[src/rtl/mostra_sequencia.sv]
// Sequence display controller: walks a ROM from address 0 up to a latched limit,
// lighting each element for T_ACESO cycles followed by T_APAGADO dark cycles.
module mostra_sequencia #(
    parameter int unsigned T_ACESO   = 1000,
    parameter int unsigned T_APAGADO = 500
) (
    input  logic       clock,
    input  logic       reset,
    input  logic       iniciar,
    input  logic [3:0] limite,
    input  logic [3:0] dado,
    output logic [3:0] endereco,
    output logic [3:0] leds,
    output logic       ocupado,
    output logic       pronto,
    output logic [3:0] db_estado
);

    typedef enum logic [3:0] {
        StOcioso  = 4'd0,
        StPrepara = 4'd1,
        StAcende  = 4'd2,
        StApaga   = 4'd3,
        StFim     = 4'd4
    } state_e;

    localparam logic [11:0] AcesoLast   = 12'(T_ACESO - 1);
    localparam logic [11:0] ApagadoLast = 12'(T_APAGADO - 1);

    state_e      state_q, state_d;
    logic [11:0] timer_q, timer_d;
    logic [3:0]  end_q, end_d;
    logic [3:0]  lim_q, lim_d;
    logic [3:0]  leds_q, leds_d;
    logic        pronto_q, pronto_d;

    // State and datapath registers, all cleared asynchronously by reset.
    always_ff @(posedge clock or posedge reset) begin
        if (reset) begin
            state_q  <= StOcioso;
            timer_q  <= 12'd0;
            end_q    <= 4'd0;
            lim_q    <= 4'd0;
            leds_q   <= 4'd0;
            pronto_q <= 1'b0;
        end else begin
            state_q  <= state_d;
            timer_q  <= timer_d;
            end_q    <= end_d;
            lim_q    <= lim_d;
            leds_q   <= leds_d;
            pronto_q <= pronto_d;
        end
    end

    // Next-state logic; pronto is set on the transition into StFim so it is high
    // exactly during the single StFim cycle.
    always_comb begin
        state_d  = state_q;
        timer_d  = timer_q;
        end_d    = end_q;
        lim_d    = lim_q;
        leds_d   = leds_q;
        pronto_d = 1'b0;
        case (state_q)
            StOcioso: begin
                leds_d = 4'd0;
                if (iniciar) begin
                    lim_d   = limite;
                    end_d   = 4'd0;
                    timer_d = 12'd0;
                    state_d = StPrepara;
                end
            end
            StPrepara: begin
                // ROM output for end_q has settled during this cycle.
                leds_d  = dado;
                timer_d = 12'd0;
                state_d = StAcende;
            end
            StAcende: begin
                if (timer_q == AcesoLast) begin
                    timer_d = 12'd0;
                    leds_d  = 4'd0;
                    state_d = StApaga;
                end else begin
                    timer_d = timer_q + 12'd1;
                end
            end
            StApaga: begin
                if (timer_q == ApagadoLast) begin
                    timer_d = 12'd0;
                    if (end_q == lim_q) begin
                        state_d  = StFim;
                        pronto_d = 1'b1;
                    end else begin
                        end_d   = end_q + 4'd1;
                        state_d = StPrepara;
                    end
                end else begin
                    timer_d = timer_q + 12'd1;
                end
            end
            StFim: begin
                state_d = StOcioso;
            end
            default: begin
                state_d = StOcioso;
                timer_d = 12'd0;
                leds_d  = 4'd0;
            end
        endcase
    end

    // Outputs come straight from registers; ocupado decodes the state register only.
    always_comb begin
        endereco  = end_q;
        leds      = leds_q;
        pronto    = pronto_q;
        db_estado = state_q;
        ocupado   = (state_q == StPrepara) || (state_q == StAcende) || (state_q == StApaga);
    end

endmodule

[config.mk]
export PLATFORM = sky130hd
export DESIGN_NAME = mostra_sequencia
export DESIGN_NICKNAME = d
export VERILOG_FILES = /design/src/rtl/mostra_sequencia.sv
export SDC_FILE = /design/constraint.sdc
export NUM_CORES = 1
export LEC_CHECK = 0
export CORE_MARGIN = 1
export CORE_UTILIZATION = 50
export CTS_BUF_LIST = sky130_fd_sc_hd__clkbuf_8 sky130_fd_sc_hd__clkbuf_16
export DETAILED_ROUTE_END_ITERATION = 8
export PLACE_DENSITY = 0.75
export REMOVE_ABC_BUFFERS = 1
export SYNTH_ARGS = -nofsm -noshare
export SYNTH_HDL_FRONTEND = slang
export SYNTH_SLANG_ARGS = --single-unit
export TNS_END_PERCENT = 100
[constraint.sdc]
create_clock -name clock -period 3.84 [get_ports clock]
set_input_delay 0.768 -clock clock [delete_from_list [all_inputs] [get_ports clock]]
set_output_delay 0.768 -clock clock [all_outputs]
set_load 0.01 [all_outputs]
==> out/qor.txt <==
Outcome -> complete, no violations
Period utilization -> 0.725
Skew-Pair Late Insertion Delay -> 270 ps
Initial Util -> 0.531
Max cap viols -> 0
Layout cells sized above 1 -> 0.0894
CP Launch Type -> flop
Worst-Margin Slew -> 1030 ps
Peak Freq -> 359 MHz
Worst EP required -> 3070 ps
Placed instance area -> 1860 um^2
Number of iterations in the first detailed-routing pass -> 4
Crit end category -> output port
Flops & latches, synth -> 28
CP top delay family -> simple AND/OR/NAND/NOR gates
Synthesized area -> 1620 um^2
Final hold violation count -> 0
Commonest non-fill, non-tap cells in the layout -> dfrtp_1 (28), clkdlybuf4s50_1 (23), nor2_1 (13), inv_1 (10), nand2_1 (9)
Clock sink count -> 28
Nets -> 193
Fillcell total -> 265
Post-synth cell types -> 51
Cts-stage hold buffer count -> 0
WP data arrival -> 2020 ps
Wire length per cell -> 14.0 um
Setup_tns -> 0 ps
Peak fanout along the critical path -> 11
Crit path time final -> 2790 ps
Met3 usage -> 0.0176
Register area -> 701 um^2
Max-slew violations -> 0
Area grow syn2layout -> 19.2%
GR Util met1 -> 0.284
Post-CTS Resized -> 0
Biggest area consumer among synthesized cells -> dfrtp_1
Post-Layout Inst Area -> 1930 um^2
DR vias/cell -> 5.62
Total gr overflow -> 0
Commonest non-fill, non-tap cell in the layout -> dfrtp_1
Buffers on Ports -> 23
Leak -> 0.762 nW
Postcts setup bufs -> 0
Setup violators final -> 0
Peak VDD IR -> 0.190 mV
Async S/R FF share, synth -> 1.00
Routed Antenna Nets -> 0
GP Congestion -> 0.876
Worst hold stages -> 1
Critical path class -> flop to output port
Max Buffers Root-to-Sink -> 2
Total CTS buffers -> 3
Initial antenna violation count -> 0
Die Span Y -> 59.0 um
Top-area cell type share of the netlist area -> 0.432
Die width -> 59.0 um
Register area share after synthesis -> 0.432
Cell depth of the worst setup path -> 3
RSZ-0062 raised after global routing -> no
Core ar. -> 3050 um^2
Multi-input logic area -> 838 um^2
Min-delay worst type -> flop to flop
WP buf/inv -> 1
# diodes -> 0
Io pins -> 25
First-pass GRT wire length -> 5380 um
Largest net degree at the start of global routing -> 29
TritonCTS clock tree -> yes
Num rows -> 20
Met2 usage -> 0.328
Critical path, cell by cell -> nor2_1 > nor2_1 > clkdlybuf4s50_1
Ys flop type -> dfrtp_1
Critical path's slowest cell -> nor2_1
Layer with the highest usage after global routing -> met2
Slew margin rel. -> 0.310
Post-Route WL -> 3110 um
Via Count -> 1253
Post-synth EDFFs -> 0
Syn_area_per_cell -> 10.1 um^2
HPWL after detailed placement -> 2340 um
Yosys warns -> 0
1st-iter DRT viols -> 61
Pwr/cell area -> 291 nW/um^2
Clock Pin Slew Worst Setup and Hold Paths -> 100 ps
DR DRC count -> 0
Reg2Reg Depth -> 4
Cell repeated most along the worst path -> nor2_1
Gate Count Post-Synth -> 160
Top area cells in the synthesized netlist -> dfrtp_1 (43%), xnor2_1 (4.3%), nor2_1 (3.0%)
Die area -> 3480 um^2
Vias in the first global route -> 1164
GRT Resource Usage Total -> 0.204
CP max stage delay -> 570 ps
H-tree levels -> 1
Setup Skew -> 3.56 ps
Root buffer cell -> clkbuf_8
==> report_power, final <==
group	switching, mW	internal (mW)	total [mW]
sequential	0.00300	0.299	0.302
clock	0.0923	0.140	0.232
combinational	0.0136	0.0158	0.0294
total	0.109	0.454	0.563
==> worst register-to-register path, stage by stage, from the launching register on <==
cell and delay [ps]:
dfrtp_1 520, nor2_1 580, nand2_1 190, a211oi_4 360, mux2i_1 220
==> stage by stage <==
stage | total power, mW | utilization | instances | hold slack, ps | setup slack, ps
2_1_floorplan | 0.320 | - | 152 | 498 | 1990
3_3_place_gp | 0.337 | 0.610 | 219 | 518 | 1400
3_5_place_dp | 0.338 | 0.610 | 219 | 526 | 1310
4_1_cts | 0.569 | 0.633 | 223 | 549 | 1070
5_1_grt | 0.584 | 0.633 | 223 | 567 | 920
6_report | 0.563 | 0.633 | 223 | 542 | 1050
==> routing by layer <==
layer | vias to the layer above | wire length [um] | share of wire
met5 | - | 0 | 0
met4 | 0 | 41 | 0.013
met3 | 4 | 88 | 0.028
met2 | 28 | 1490 | 0.48
met1 | 604 | 1490 | 0.48
li1 | 617 | - | -
==> sequential cells by signal, indices dropped and copies added (netlist names) <==
register / flops
timer_q: 12
endereco: 4
leds: 4
lim_q: 4
db_estado: 3
pronto: 1
==> cell usage after synthesis, types with 2 or more instances <==
cell       number
a21oi_1         2
mux2_2          4
ha_1            2
a22oi_1         4
clkbuf_1        3
buf_2           3
o211ai_1        4
nor3_1          2
a31oi_1         2
xnor2_1         8
inv_1          10
nor2b_1         3
o21ai_0         7
nor3b_1         2
xor2_1          4
nand3_1         7
dfrtp_1        28
nand2b_1        3
nand2_1         9
a2111oi_1       2
nand4_1         5
and3_1          2
a211oi_1        4
nor2_1         13
==> logic make-up (layout without fill, tap and decap cells) <==
group,Yosys count,count (layout),synth area share
compound gates,36,36,0.190
xor+xnor,12,12,0.0648
fa+ha+maj,2,2,0.0154
buf+inv,18,37,0.0509
flops,28,28,0.432
mux,5,5,0.0339
other cells,1,1,0.00231
simple gates,58,58,0.211
==> final timing paths <==
| kind | from | endpoint | slack [ps] |
|---|---|---|---|
| setup / recovery | db_estado[0] | ocupado | 1050 |
| hold / removal | lim_q[1] | lim_q[1] | 540 |
| setup reg to reg | db_estado[0] | endereco[1] | 1900 |
| hold reg to reg | lim_q[1] | lim_q[1] | 540 |
| max in group asynchronous | reset | timer_q[1] | 2180 |
| min in group asynchronous | reset | lim_q[3] | 1030 |
==> cell type report <==
cell class,instances,share of cell area
multi-input combinational,114,0.434
sequential,28,0.362
timing repair buffer,23,0.119
tap,44,0.0285
clock buffer,3,0.0214
inverter,10,0.0194
clock inverter,1,0.0155
Power figures use the tool's default switching activity.
